File: src/rtl/instr_mem_sequencer_pkg.sv
// Shared types and defaults for the instruction memory sequencer.
package instr_mem_sequencer_pkg;

  localparam int DEF_INSTRUCTION_SIZE = 32;
  localparam int DEF_ADDR_SIZE_IM     = 7;

  typedef enum logic [2:0] {
    S_IDLE,
    S_FETCH,
    S_VALID,
    S_WAIT_STEP,
    S_DONE
  } state_t;

  typedef enum logic [1:0] {
    MODE_ONCE = 2'b00,
    MODE_LOOP = 2'b01,
    MODE_STEP = 2'b10,
    MODE_RSVD = 2'b11
  } mode_t;

  // Reserved mode code behaves as run-once.
  function automatic mode_t to_mode(input logic [1:0] m);
    return (m == 2'b11) ? MODE_ONCE : mode_t'(m);
  endfunction

endpackage

File: src/rtl/instr_mem_sequencer_if.sv
// Load bus (write side + status) and downstream valid/ready instruction stream.
interface instr_mem_sequencer_if
  import instr_mem_sequencer_pkg::*;
#(
  parameter int INSTRUCTION_SIZE = DEF_INSTRUCTION_SIZE
) ();

  logic                        wishbone_wr_cs_instruction_memory;
  logic                        wishbone_wr_en_instruction_memory;
  logic [INSTRUCTION_SIZE-1:0] wishbone_data_in_instruction_memory;
  logic                        wishbone_empty_instruction_memory;
  logic                        wishbone_full_instruction_memory;
  logic [INSTRUCTION_SIZE-1:0] instr_out;
  logic                        instr_valid;
  logic                        instr_ready;

  // Environment side: drives loads, consumes the instruction stream.
  modport master (
    output wishbone_wr_cs_instruction_memory,
    output wishbone_wr_en_instruction_memory,
    output wishbone_data_in_instruction_memory,
    input  wishbone_empty_instruction_memory,
    input  wishbone_full_instruction_memory,
    input  instr_out,
    input  instr_valid,
    output instr_ready
  );

  // Sequencer side.
  modport slave (
    input  wishbone_wr_cs_instruction_memory,
    input  wishbone_wr_en_instruction_memory,
    input  wishbone_data_in_instruction_memory,
    output wishbone_empty_instruction_memory,
    output wishbone_full_instruction_memory,
    output instr_out,
    output instr_valid,
    input  instr_ready
  );

endinterface

File: src/rtl/instr_mem_sequencer_im_sram_1r1w.sv
// Synchronous 1-read 1-write array; a same-cycle read of the written address returns the old word.
module im_sram_1r1w #(
  parameter int WIDTH = 32,
  parameter int AW    = 7
) (
  input  logic             clk,
  input  logic             rst,
  input  logic             wr_en,
  input  logic [AW-1:0]    wr_addr,
  input  logic [WIDTH-1:0] wr_data,
  input  logic             rd_en,
  input  logic [AW-1:0]    rd_addr,
  output logic [WIDTH-1:0] rd_data
);

  localparam int DEPTH = 2 ** AW;

  logic [WIDTH-1:0] mem [DEPTH];

  // Array write; contents are deliberately not reset.
  always_ff @(posedge clk) begin
    if (wr_en) mem[wr_addr] <= wr_data;
  end

  // Registered read port; holds its value when not reading.
  always_ff @(posedge clk or negedge rst) begin
    if (!rst)       rd_data <= '0;
    else if (rd_en) rd_data <= mem[rd_addr];
  end

endmodule

File: src/rtl/instr_mem_sequencer.sv
// Instruction memory loader plus program-counter sequencer streaming a [start,end] window.
module instr_mem_sequencer
  import instr_mem_sequencer_pkg::*;
#(
  parameter int INSTRUCTION_SIZE = DEF_INSTRUCTION_SIZE,
  parameter int ADDR_SIZE_IM     = DEF_ADDR_SIZE_IM
) (
  input  logic                    clk,
  input  logic                    rst,
  instr_mem_sequencer_if.slave    bus,
  input  logic                    clear_instruction_memory,
  input  logic                    enable_PC_IM,
  input  logic [ADDR_SIZE_IM-1:0] start_PC_IM_address,
  input  logic [ADDR_SIZE_IM-1:0] end_PC_IM_address,
  input  logic [1:0]              mode_PC_IM,
  input  logic                    step_PC_IM,
  output logic [ADDR_SIZE_IM-1:0] pc_out,
  output logic                    busy,
  output logic                    done,
  output logic                    error
);

  localparam logic [ADDR_SIZE_IM:0] DEPTH_CNT = {1'b1, {ADDR_SIZE_IM{1'b0}}};

  logic [ADDR_SIZE_IM-1:0] wr_ptr;
  logic [ADDR_SIZE_IM:0]   count;
  logic [ADDR_SIZE_IM-1:0] pc;
  logic [ADDR_SIZE_IM-1:0] start_q;
  logic [ADDR_SIZE_IM-1:0] end_q;
  mode_t                   mode_q;
  state_t                  state;
  logic                    empty;
  logic                    full;
  logic                    wr_fire;
  logic                    rd_en;
  logic                    valid_q;

  assign empty   = (count == '0);
  assign full    = (count == DEPTH_CNT);
  assign wr_fire = bus.wishbone_wr_cs_instruction_memory & bus.wishbone_wr_en_instruction_memory
                 & ~full & ~clear_instruction_memory;
  assign rd_en   = (state == S_FETCH);

  assign bus.wishbone_empty_instruction_memory = empty;
  assign bus.wishbone_full_instruction_memory  = full;
  assign bus.instr_valid                       = valid_q;

  im_sram_1r1w #(
    .WIDTH (INSTRUCTION_SIZE),
    .AW    (ADDR_SIZE_IM)
  ) u_sram (
    .clk     (clk),
    .rst     (rst),
    .wr_en   (wr_fire),
    .wr_addr (wr_ptr),
    .wr_data (bus.wishbone_data_in_instruction_memory),
    .rd_en   (rd_en),
    .rd_addr (pc),
    .rd_data (bus.instr_out)
  );

  // Load pointer and fill count; clear wins over a same-cycle write.
  always_ff @(posedge clk or negedge rst) begin
    if (!rst) begin
      wr_ptr <= '0;
      count  <= '0;
    end else if (clear_instruction_memory) begin
      wr_ptr <= '0;
      count  <= '0;
    end else if (wr_fire) begin
      wr_ptr <= wr_ptr + 1'b1;
      count  <= count + 1'b1;
    end
  end

  // Sequencer FSM with registered status and stream outputs.
  always_ff @(posedge clk or negedge rst) begin
    if (!rst) begin
      state   <= S_IDLE;
      pc      <= '0;
      start_q <= '0;
      end_q   <= '0;
      mode_q  <= MODE_ONCE;
      pc_out  <= '0;
      valid_q <= 1'b0;
      busy    <= 1'b0;
      done    <= 1'b0;
      error   <= 1'b0;
    end else if (state != S_IDLE && (!enable_PC_IM || clear_instruction_memory)) begin
      // Abort: drop the beat without an accept, keep error sticky.
      state   <= S_IDLE;
      valid_q <= 1'b0;
      busy    <= 1'b0;
      done    <= 1'b0;
    end else begin
      case (state)
        S_IDLE: begin
          if (enable_PC_IM && !empty && !clear_instruction_memory) begin
            state   <= S_FETCH;
            pc      <= start_PC_IM_address;
            start_q <= start_PC_IM_address;
            end_q   <= end_PC_IM_address;
            mode_q  <= to_mode(mode_PC_IM);
            error   <= 1'b0;
            busy    <= 1'b1;
            done    <= 1'b0;
          end
        end
        S_FETCH: begin
          if ({1'b0, pc} >= count) begin
            state <= S_DONE;
            error <= 1'b1;
            busy  <= 1'b0;
            done  <= 1'b1;
          end else begin
            state   <= S_VALID;
            valid_q <= 1'b1;
            pc_out  <= pc;
          end
        end
        S_VALID: begin
          if (bus.instr_ready) begin
            valid_q <= 1'b0;
            if (pc == end_q) begin
              if (mode_q == MODE_LOOP) begin
                pc    <= start_q;
                state <= S_FETCH;
              end else begin
                state <= S_DONE;
                busy  <= 1'b0;
                done  <= 1'b1;
              end
            end else begin
              pc    <= pc + 1'b1;
              state <= (mode_q == MODE_STEP) ? S_WAIT_STEP : S_FETCH;
            end
          end
        end
        S_WAIT_STEP: begin
          if (step_PC_IM) state <= S_FETCH;
        end
        S_DONE: begin
          // Held until enable drops (handled by the abort branch).
        end
        default: state <= S_IDLE;
      endcase
    end
  end

endmodule

File: src/flat_wrapper.sv
// flat-port wrapper written by rule: the top's interface ports become plain ports
module instr_mem_sequencer_flat import instr_mem_sequencer_pkg::*;
#(
  parameter int INSTRUCTION_SIZE = DEF_INSTRUCTION_SIZE,
  parameter int ADDR_SIZE_IM     = DEF_ADDR_SIZE_IM
)
  (clk, rst, clear_instruction_memory, enable_PC_IM, start_PC_IM_address, end_PC_IM_address, mode_PC_IM, step_PC_IM, pc_out, busy, done, error, bus_wishbone_wr_cs_instruction_memory, bus_wishbone_wr_en_instruction_memory, bus_wishbone_data_in_instruction_memory, bus_wishbone_empty_instruction_memory, bus_wishbone_full_instruction_memory, bus_instr_out, bus_instr_valid, bus_instr_ready);
  instr_mem_sequencer_if #(.INSTRUCTION_SIZE(INSTRUCTION_SIZE)) bus_i ();
  input  logic clk;
  input  logic rst;
  input  logic clear_instruction_memory;
  input  logic enable_PC_IM;
  input  logic [ADDR_SIZE_IM-1:0] start_PC_IM_address;
  input  logic [ADDR_SIZE_IM-1:0] end_PC_IM_address;
  input  logic [1:0] mode_PC_IM;
  input  logic step_PC_IM;
  output logic [ADDR_SIZE_IM-1:0] pc_out;
  output logic busy;
  output logic done;
  output logic error;
  input wire logic [$bits(bus_i.wishbone_wr_cs_instruction_memory)-1:0] bus_wishbone_wr_cs_instruction_memory;
  input wire logic [$bits(bus_i.wishbone_wr_en_instruction_memory)-1:0] bus_wishbone_wr_en_instruction_memory;
  input wire logic [$bits(bus_i.wishbone_data_in_instruction_memory)-1:0] bus_wishbone_data_in_instruction_memory;
  output wire logic [$bits(bus_i.wishbone_empty_instruction_memory)-1:0] bus_wishbone_empty_instruction_memory;
  output wire logic [$bits(bus_i.wishbone_full_instruction_memory)-1:0] bus_wishbone_full_instruction_memory;
  output wire logic [$bits(bus_i.instr_out)-1:0] bus_instr_out;
  output wire logic [$bits(bus_i.instr_valid)-1:0] bus_instr_valid;
  input wire logic [$bits(bus_i.instr_ready)-1:0] bus_instr_ready;
  assign bus_i.wishbone_wr_cs_instruction_memory = bus_wishbone_wr_cs_instruction_memory;
  assign bus_i.wishbone_wr_en_instruction_memory = bus_wishbone_wr_en_instruction_memory;
  assign bus_i.wishbone_data_in_instruction_memory = bus_wishbone_data_in_instruction_memory;
  assign bus_wishbone_empty_instruction_memory = bus_i.wishbone_empty_instruction_memory;
  assign bus_wishbone_full_instruction_memory = bus_i.wishbone_full_instruction_memory;
  assign bus_instr_out = bus_i.instr_out;
  assign bus_instr_valid = bus_i.instr_valid;
  assign bus_i.instr_ready = bus_instr_ready;
  instr_mem_sequencer #(.INSTRUCTION_SIZE(INSTRUCTION_SIZE), .ADDR_SIZE_IM(ADDR_SIZE_IM)) u_core (.clk(clk), .rst(rst), .bus(bus_i), .clear_instruction_memory(clear_instruction_memory), .enable_PC_IM(enable_PC_IM), .start_PC_IM_address(start_PC_IM_address), .end_PC_IM_address(end_PC_IM_address), .mode_PC_IM(mode_PC_IM), .step_PC_IM(step_PC_IM), .pc_out(pc_out), .busy(busy), .done(done), .error(error));
endmodule
File: config.mk
export PLATFORM = sky130hd
export DESIGN_NAME = instr_mem_sequencer_flat
export DESIGN_NICKNAME = d
export VERILOG_FILES = /design/src/rtl/instr_mem_sequencer_pkg.sv /design/src/rtl/instr_mem_sequencer_if.sv /design/src/rtl/instr_mem_sequencer_im_sram_1r1w.sv /design/src/rtl/instr_mem_sequencer.sv /design/src/flat_wrapper.sv
export SDC_FILE = /design/constraint.sdc
export NUM_CORES = 2
export LEC_CHECK = 0
export CORE_MARGIN = 2
export CORE_UTILIZATION = 45
export DETAILED_ROUTE_END_ITERATION = 16
export PLACE_DENSITY = 0.66
export SYNTH_ARGS = -nofsm -noshare
export SYNTH_HDL_FRONTEND = slang
export SYNTH_SLANG_ARGS = --single-unit
File: constraint.sdc
create_clock -name clk -period 9.9 [get_ports clk]
set_clock_uncertainty 0.2 [all_clocks]
set_input_delay 2.475 -clock clk [delete_from_list [all_inputs] [get_ports clk]]
set_output_delay 2.475 -clock clk [all_outputs]
set_load 0.05 [all_outputs]
### Word level (Yosys, flattened, before mapping)

Memories as Yosys holds them, arrays and structs flattened. A register that Yosys moved wholly into a read port is not among the register bits.
Cells that the tools add are included.
Widths: inputs -> output; s select.

* add/subtract/negate cells: 3
* order comparisons: 1
* equality and inequality tests: 21
* multiplexer cells: 40
* bitwise operators: 7
* reductions and logical operators: 23

Operators with widths (number)
* $mux 7: 6
* $mux 3: 7
* $mux 1: 17
* $mux 8: 2
* $pmux 3 s5: 1
* $add 7x1->7 const B: 2
* $pmux 7 s2: 1
* $ne 3x2->1 const B: 3
* $ne 3x3->1 const B: 3
* $reduce_and 3->1: 3
* $add 8x1->8 const B: 1
* $eq 8x8->1 const B: 1
* $ge 7x8->1: 1
* $logic_not 8->1: 1
* $reduce_and 4->1: 2
* $eq 7x7->1: 1
* $eq 3x2->1 const B: 2
* $ne 3x1->1 const B: 2
* $pmux 1 s3: 2
* $reduce_and 6->1: 1
* $reduce_bool 2->1: 3
* $reduce_bool 3->1: 2
* $reduce_and 5->1: 1
* $eq 2x2->1 const B: 2
* other kinds (14): 28

* register bits after elaboration: 52
* memory bits (writable): 4096
* input bits: 56
* output and inout bits: 45
* logic and storage cells: 108
* memories: 1

Memories
* u_core.u_sram.mem: words 128, bits a word 32, read ports 1, clocked after Yosys merged registers in 1, wr ports 1, line instr_mem_sequencer_im_sram_1r1w.sv:18 `logic [WIDTH-1:0] mem [DEPTH];`

### Logic depth before layout (Yosys ltp)

* depth in word-level cells: 7
* mapped depth: 13
* gate-level depth less buffers: 9

### Modules after synthesis

From an unflattened synthesis, not the netlist that was laid out.

* cell total of the unflattened synthesis: 7713
* area, all modules: 161349.7 um^2

Modules (own cells, without submodules)
* im_sram_1r1w: times used 1, cells each 7421, area an instance 158379.4 um^2, seq. area each 123798.7 um^2
* instr_mem_sequencer: times used 1, cells each 292, area an instance 2970.3 um^2, seq. area each 1301.2 um^2

### Worst setup path before layout

Ideal clock, no wire load.

* kind: input to register
* from: input port bus_wishbone_wr_cs_instruction_memory
* to: memory u_core.u_sram.mem[127][0], enable pin
* setup time: 0.421 ns
* arrival: 5.158 ns
* data required time: 9.279 ns
* setup slack: 4.121 ns
* stages on the path: 7
* buffers on the path: 1
* path through: nand2_1 a31oi_2 and2_1 nor2b_1 nand3_1 buf_2 nor2_1

* longest elaborated chain between the ends: 5

Ends and longest elaborated chain
* start, declared: line flat_wrapper.sv:21 `input wire logic [$bits(bus_i.wishbone_wr_cs_instruction_memory)-1:0] bus_wishbone_wr_cs_instruction_memory;`
* $and 1x1->1: line instr_mem_sequencer.sv:40 `assign wr_fire = bus.wishbone_wr_cs_instruction_memory & bus.wishbone_wr_en_instruction_memory`
* $and 1x1->1 (2 in a row): line instr_mem_sequencer.sv:41 `& ~full & ~clear_instruction_memory;`
* $mux 1: line instr_mem_sequencer_im_sram_1r1w.sv:22 `if (wr_en) mem[wr_addr] <= wr_data;`
* $mux 1 (not written as such): line instr_mem_sequencer_im_sram_1r1w.sv:22
* end, declared: line instr_mem_sequencer_im_sram_1r1w.sv:18

No other way between the ends.

### Final worst setup path

* from: input port bus_wishbone_wr_en_instruction_memory
* to: memory u_core.u_sram.mem[47][26], enable pin

* longest elaborated chain between the ends: 5

Ends and longest elaborated chain
* start, declared: line flat_wrapper.sv:22 `input wire logic [$bits(bus_i.wishbone_wr_en_instruction_memory)-1:0] bus_wishbone_wr_en_instruction_memory;`
* $and 1x1->1: line instr_mem_sequencer.sv:40
* $and 1x1->1 (2 in a row): line instr_mem_sequencer.sv:41
* $mux 1: line instr_mem_sequencer_im_sram_1r1w.sv:22
* $mux 1 (not written as such): line instr_mem_sequencer_im_sram_1r1w.sv:22

No other way between the ends.

==> impl_summary.md <==
Critical path
STA puts the critical path data required time at 10.29 ns. The largest single stage delay on the critical path is 0.92 ns. The critical path contains buffers and inverters numbering 2 combined.

For the worst setup path, the data arrival time is 6.80 ns. Walking the worst path, the cells encountered are clkdlybuf4s50_1 -> nand2_1 -> a31oi_2 -> and2_1 -> nor2b_1 -> nand3_2 -> buf_4 -> nor2_4. In this design, the largest share of critical-path delay is due to simple AND/OR/NAND/NOR gates. The critical path is of the in2reg type.

The endpoint kind of the worst setup timing path is a flop. The cell type of the slowest stage on the worst timing path is nor2_4. The maximum fanout along the worst path is 32. The kind of launch point of the worst setup path is a primary input.

Synthesis
The number of nets in the synthesized netlist is 7,289. By area the synthesized netlist is led by edfxtp_1, mux4_2, mux2i_1. Summed over all instances, the cell type with the most area after synthesis is edfxtp_1. The flip-flop cell with the highest count after synthesis is edfxtp_1. Of the post-synthesis cell area, the dominant cell type holds 0.768. Of the synthesized area, sequential elements account for 0.781. The number of distinct standard cells referenced by the synthesized netlist is 55.

The synthesized area divided by synthesized cell count is 22.2 sq um. The count of state elements after synthesis is 4,180. Counting flops with an async set or reset pin after synthesis yields a share of 0.0201. In this run the cell area of the synthesized design comes to 0.160 sq mm. The number of enable flip-flop cells after synthesis is slightly above 4,000.

After technology mapping, the gate count stands at between 7,000 and 8,000. The number of warnings printed during yosys synthesis is 0.

GRT
The initial antenna violation count is 28. The global-route wire length before repair is a little under 600,000 microns. Across every metal layer, demand over resource in global routing totals 0.232. Entering global routing, the biggest net connects 122 pins.

The via count of the first global-routing pass was between 70,000 and 80,000. After global routing the overflow that remains totals 0.

Detailed routing
The number of optimization iterations in the first detailed-route pass is 6. After detailed routing, the average wire length per cell comes to 33.9 microns. For this run, design rule violations remaining after detail routing come to 0. Dividing the detail-routed via count by the number of cells gives 6.18.

The number of nets still failing antenna checks after routing is 0. The detailed router placed 77,912 vias in this run. After detailed routing, the total wire length is 427,000 microns. The count of routing violations after the opening detailed-route iteration is 12,417.

Clocking
The clock net in this run drives a total of 4,180 sinks. The maximum buffer depth of the clock tree is 4. The TritonCTS clock tree is done. The clock insertion delay at the later pin of the skew report is 1.00 ns. The buffer cell driving the clock tree root is clkbuf_16. In this run, post-CTS repair resized a total of 0 instances. The number of setup buffers added after CTS is 0.

The maximum level of the CTS H-tree is 5. After clock tree synthesis, the flow added hold-fix buffers numbering 0. The clock transition at the register clock pins on the worst setup and hold paths after CTS is 0.06 ns. Buffers inserted during clock tree synthesis total 409.

Die
101 I/O pins were placed. In this run the vertical extent of the chip is about 600 microns. The die covers 0.361 sq mm. The number of rows created at floorplan is 219.

The die is 601 microns wide. The total area inside the core boundary comes to 0.355 sq mm. The initial standard-cell utilization of the core is 0.451.

STA
The clock period minus worst slack is around 6.4 ns. The count of endpoints failing setup in the final report is 0. The transition time at the pin with the least slew margin is 1.36 ns. The max-slew violation count is 0. The final total negative setup slack is 0 ns. The total count of hold-check failures in the final report is 0. Derived from the worst setup path, the maximum achievable clock frequency is 0.156 GHz. In the finished design, the share of the clock period the worst path needs comes to 0.648. The worst slew margin relative to its limit is 0.0943. Setup repair after global routing left no endpoint under its margin.

Placed design
The HPWL after detailed placement is 253,000 microns. The port buffer count is 100. At the end of routability-driven placement, the weighted congestion stood at 0.872. The cell count after placement is 11,838. The post-placement cell area is 0.167 sq mm.

Power and ir drop
The power density relative to cell area is 271 mW/mm^2. The total chip power is between 40 and 50 mW. The worst-case IR drop observed on VDD is about 310 uV. The static leakage is 55.7 nW.

Run status
The run finished with clean final reports.

Finish
For this run, the number of standard cells in the final layout without fillers is 12,598. Across the whole layout, storage elements account for roughly 0.13 sq mm. The footprint of the multi-input gates is 0.0339 sq mm. The ratio of cells with drive above 1 in the final layout is 0.243. The post-route cell area is 0.181 sq mm. The layout overhead on the synthesized area is 12.8%. The net count of the finished layout is approximately 7,600.

The filler cell count in the final layout is between 20,000 and 30,000.

Hold path
The class of the tightest hold or removal check is reg2reg.

Flow run
The number of maximum-capacitance violations is 0.
-- metrics by stage --
step                utilization  setup WS, ns  hold slack (ns)
floorplan                     -          4.12            0.250
global placement          0.472          2.46            0.281
detailed placement        0.472          2.53            0.294
CTS                       0.508          3.53            0.307
global route              0.508          3.42            0.317
finish                    0.509          3.49            0.306
-- power breakdown --
group	switching [mW]	leakage (nW)	internal (mW)	total [mW]
Combinational	8.51	11.5	5.23	13.7
Clock	6.58	6.37	8.70	15.3
Sequential	0.394	37.8	19.6	20.0
Total	15.5	55.7	33.5	49.0
-- synthesized netlist by cell type (all sizes together), types with 64 or more instances --
cell and n:
dfrtp 84, nor3 65, a211oi 92, nand2b 64
nand2 91, edfxtp 4096, buf 239, o21ai 77
clkbuf 179, nor2 249, a21oi 128, mux2i 360
a22oi 180, mux4 948
-- area by class of cell --
type | count | area share
antenna | 15 | 0.000208
tap | 4751 | 0.0329
timing repair buffer | 283 | 0.0136
sequential | 4180 | 0.693
clock inverter | 233 | 0.0131
inverter | 10 | 0.000208
clock buffer | 512 | 0.0593
multi-input combinational | 2614 | 0.188
-- kinds of logic after synthesis --
logic type                 after synthesis  synth area share
muxes                                 1336             0.158
AOI/OAI and AO/OA                      663            0.0283
adders and majority gates               11          0.000859
and+or+nand+nor                        579            0.0166
xor gates and xnor gates                25           0.00137
DFF                                   4180             0.781
buffers and inverters                  428            0.0139
-- final timing paths --
check / startpoint / endpoint / slack [ns] / cells past startpoint
setup / recovery: bus_wishbone_wr_en_instruction_memory / u_core.u_sram.mem[47][26] / 3.49 / 8
hold / removal: u_core.pc_out[6] / u_core.pc_out[6] / 0.31 / 1
setup reg to reg: u_core.pc[0] / u_core.u_sram.rd_data[28] / 4.38 / 8
hold reg to reg: u_core.pc_out[6] / u_core.pc_out[6] / 0.31 / 1
max in group asynchronous: rst / u_core.pc[3] / 6.82 / 2
min in group asynchronous: rst / u_core.u_sram.rd_data[15] / 1.24 / 1
-- worst reg2reg max path, stage by stage (launching register included) --
cell,delay [ns]
dfrtp_4,1.01
buf_4,0.83
buf_4,0.81
mux4_2,0.65
nand2b_1,0.15
a31oi_1,0.20
o21ai_0,0.47
a211oi_1,0.91
nor3_1,0.12
-- routing by layer --
layer,vias up,GRT usage,wire [microns]
met5,-,0,27
met4,4,0.113,23800
met3,716,0.0385,40400
met2,4459,0.357,199000
met1,41586,0.326,164000
li1,31147,-,-
-- state kept, by name (all words and copies together) (netlist names) --
register,flops
u_core.bus.instr_valid,1
u_core.busy,1
u_core.count,8
u_core.done,1
u_core.end_q,7
u_core.error,1
u_core.mode_q,2
u_core.pc,7
u_core.pc_out,7
u_core.start_q,7
u_core.state,3
u_core.u_sram.mem,4096
u_core.u_sram.rd_data,32
u_core.wr_ptr,7
-- cells in the final DEF (no fill, tap or decap), types with 78 or more instances in the layout --
master | Yosys | routed
buf_4 | 49 | 203
clkbuf_16 | 0 | 411
mux4_2 | 948 | 948
edfxtp_1 | 4096 | 4096
nor2_1 | 249 | 118
a21oi_1 | 128 | 128
a22oi_1 | 180 | 180
dfrtp_1 | 84 | 78
nand2_1 | 91 | 85
nor2_4 | 0 | 131
a211oi_1 | 92 | 92
mux2i_1 | 360 | 360
clkinv_1 | 0 | 95
clkbuf_1 | 179 | 96
(Power assumes the default switching activity.)
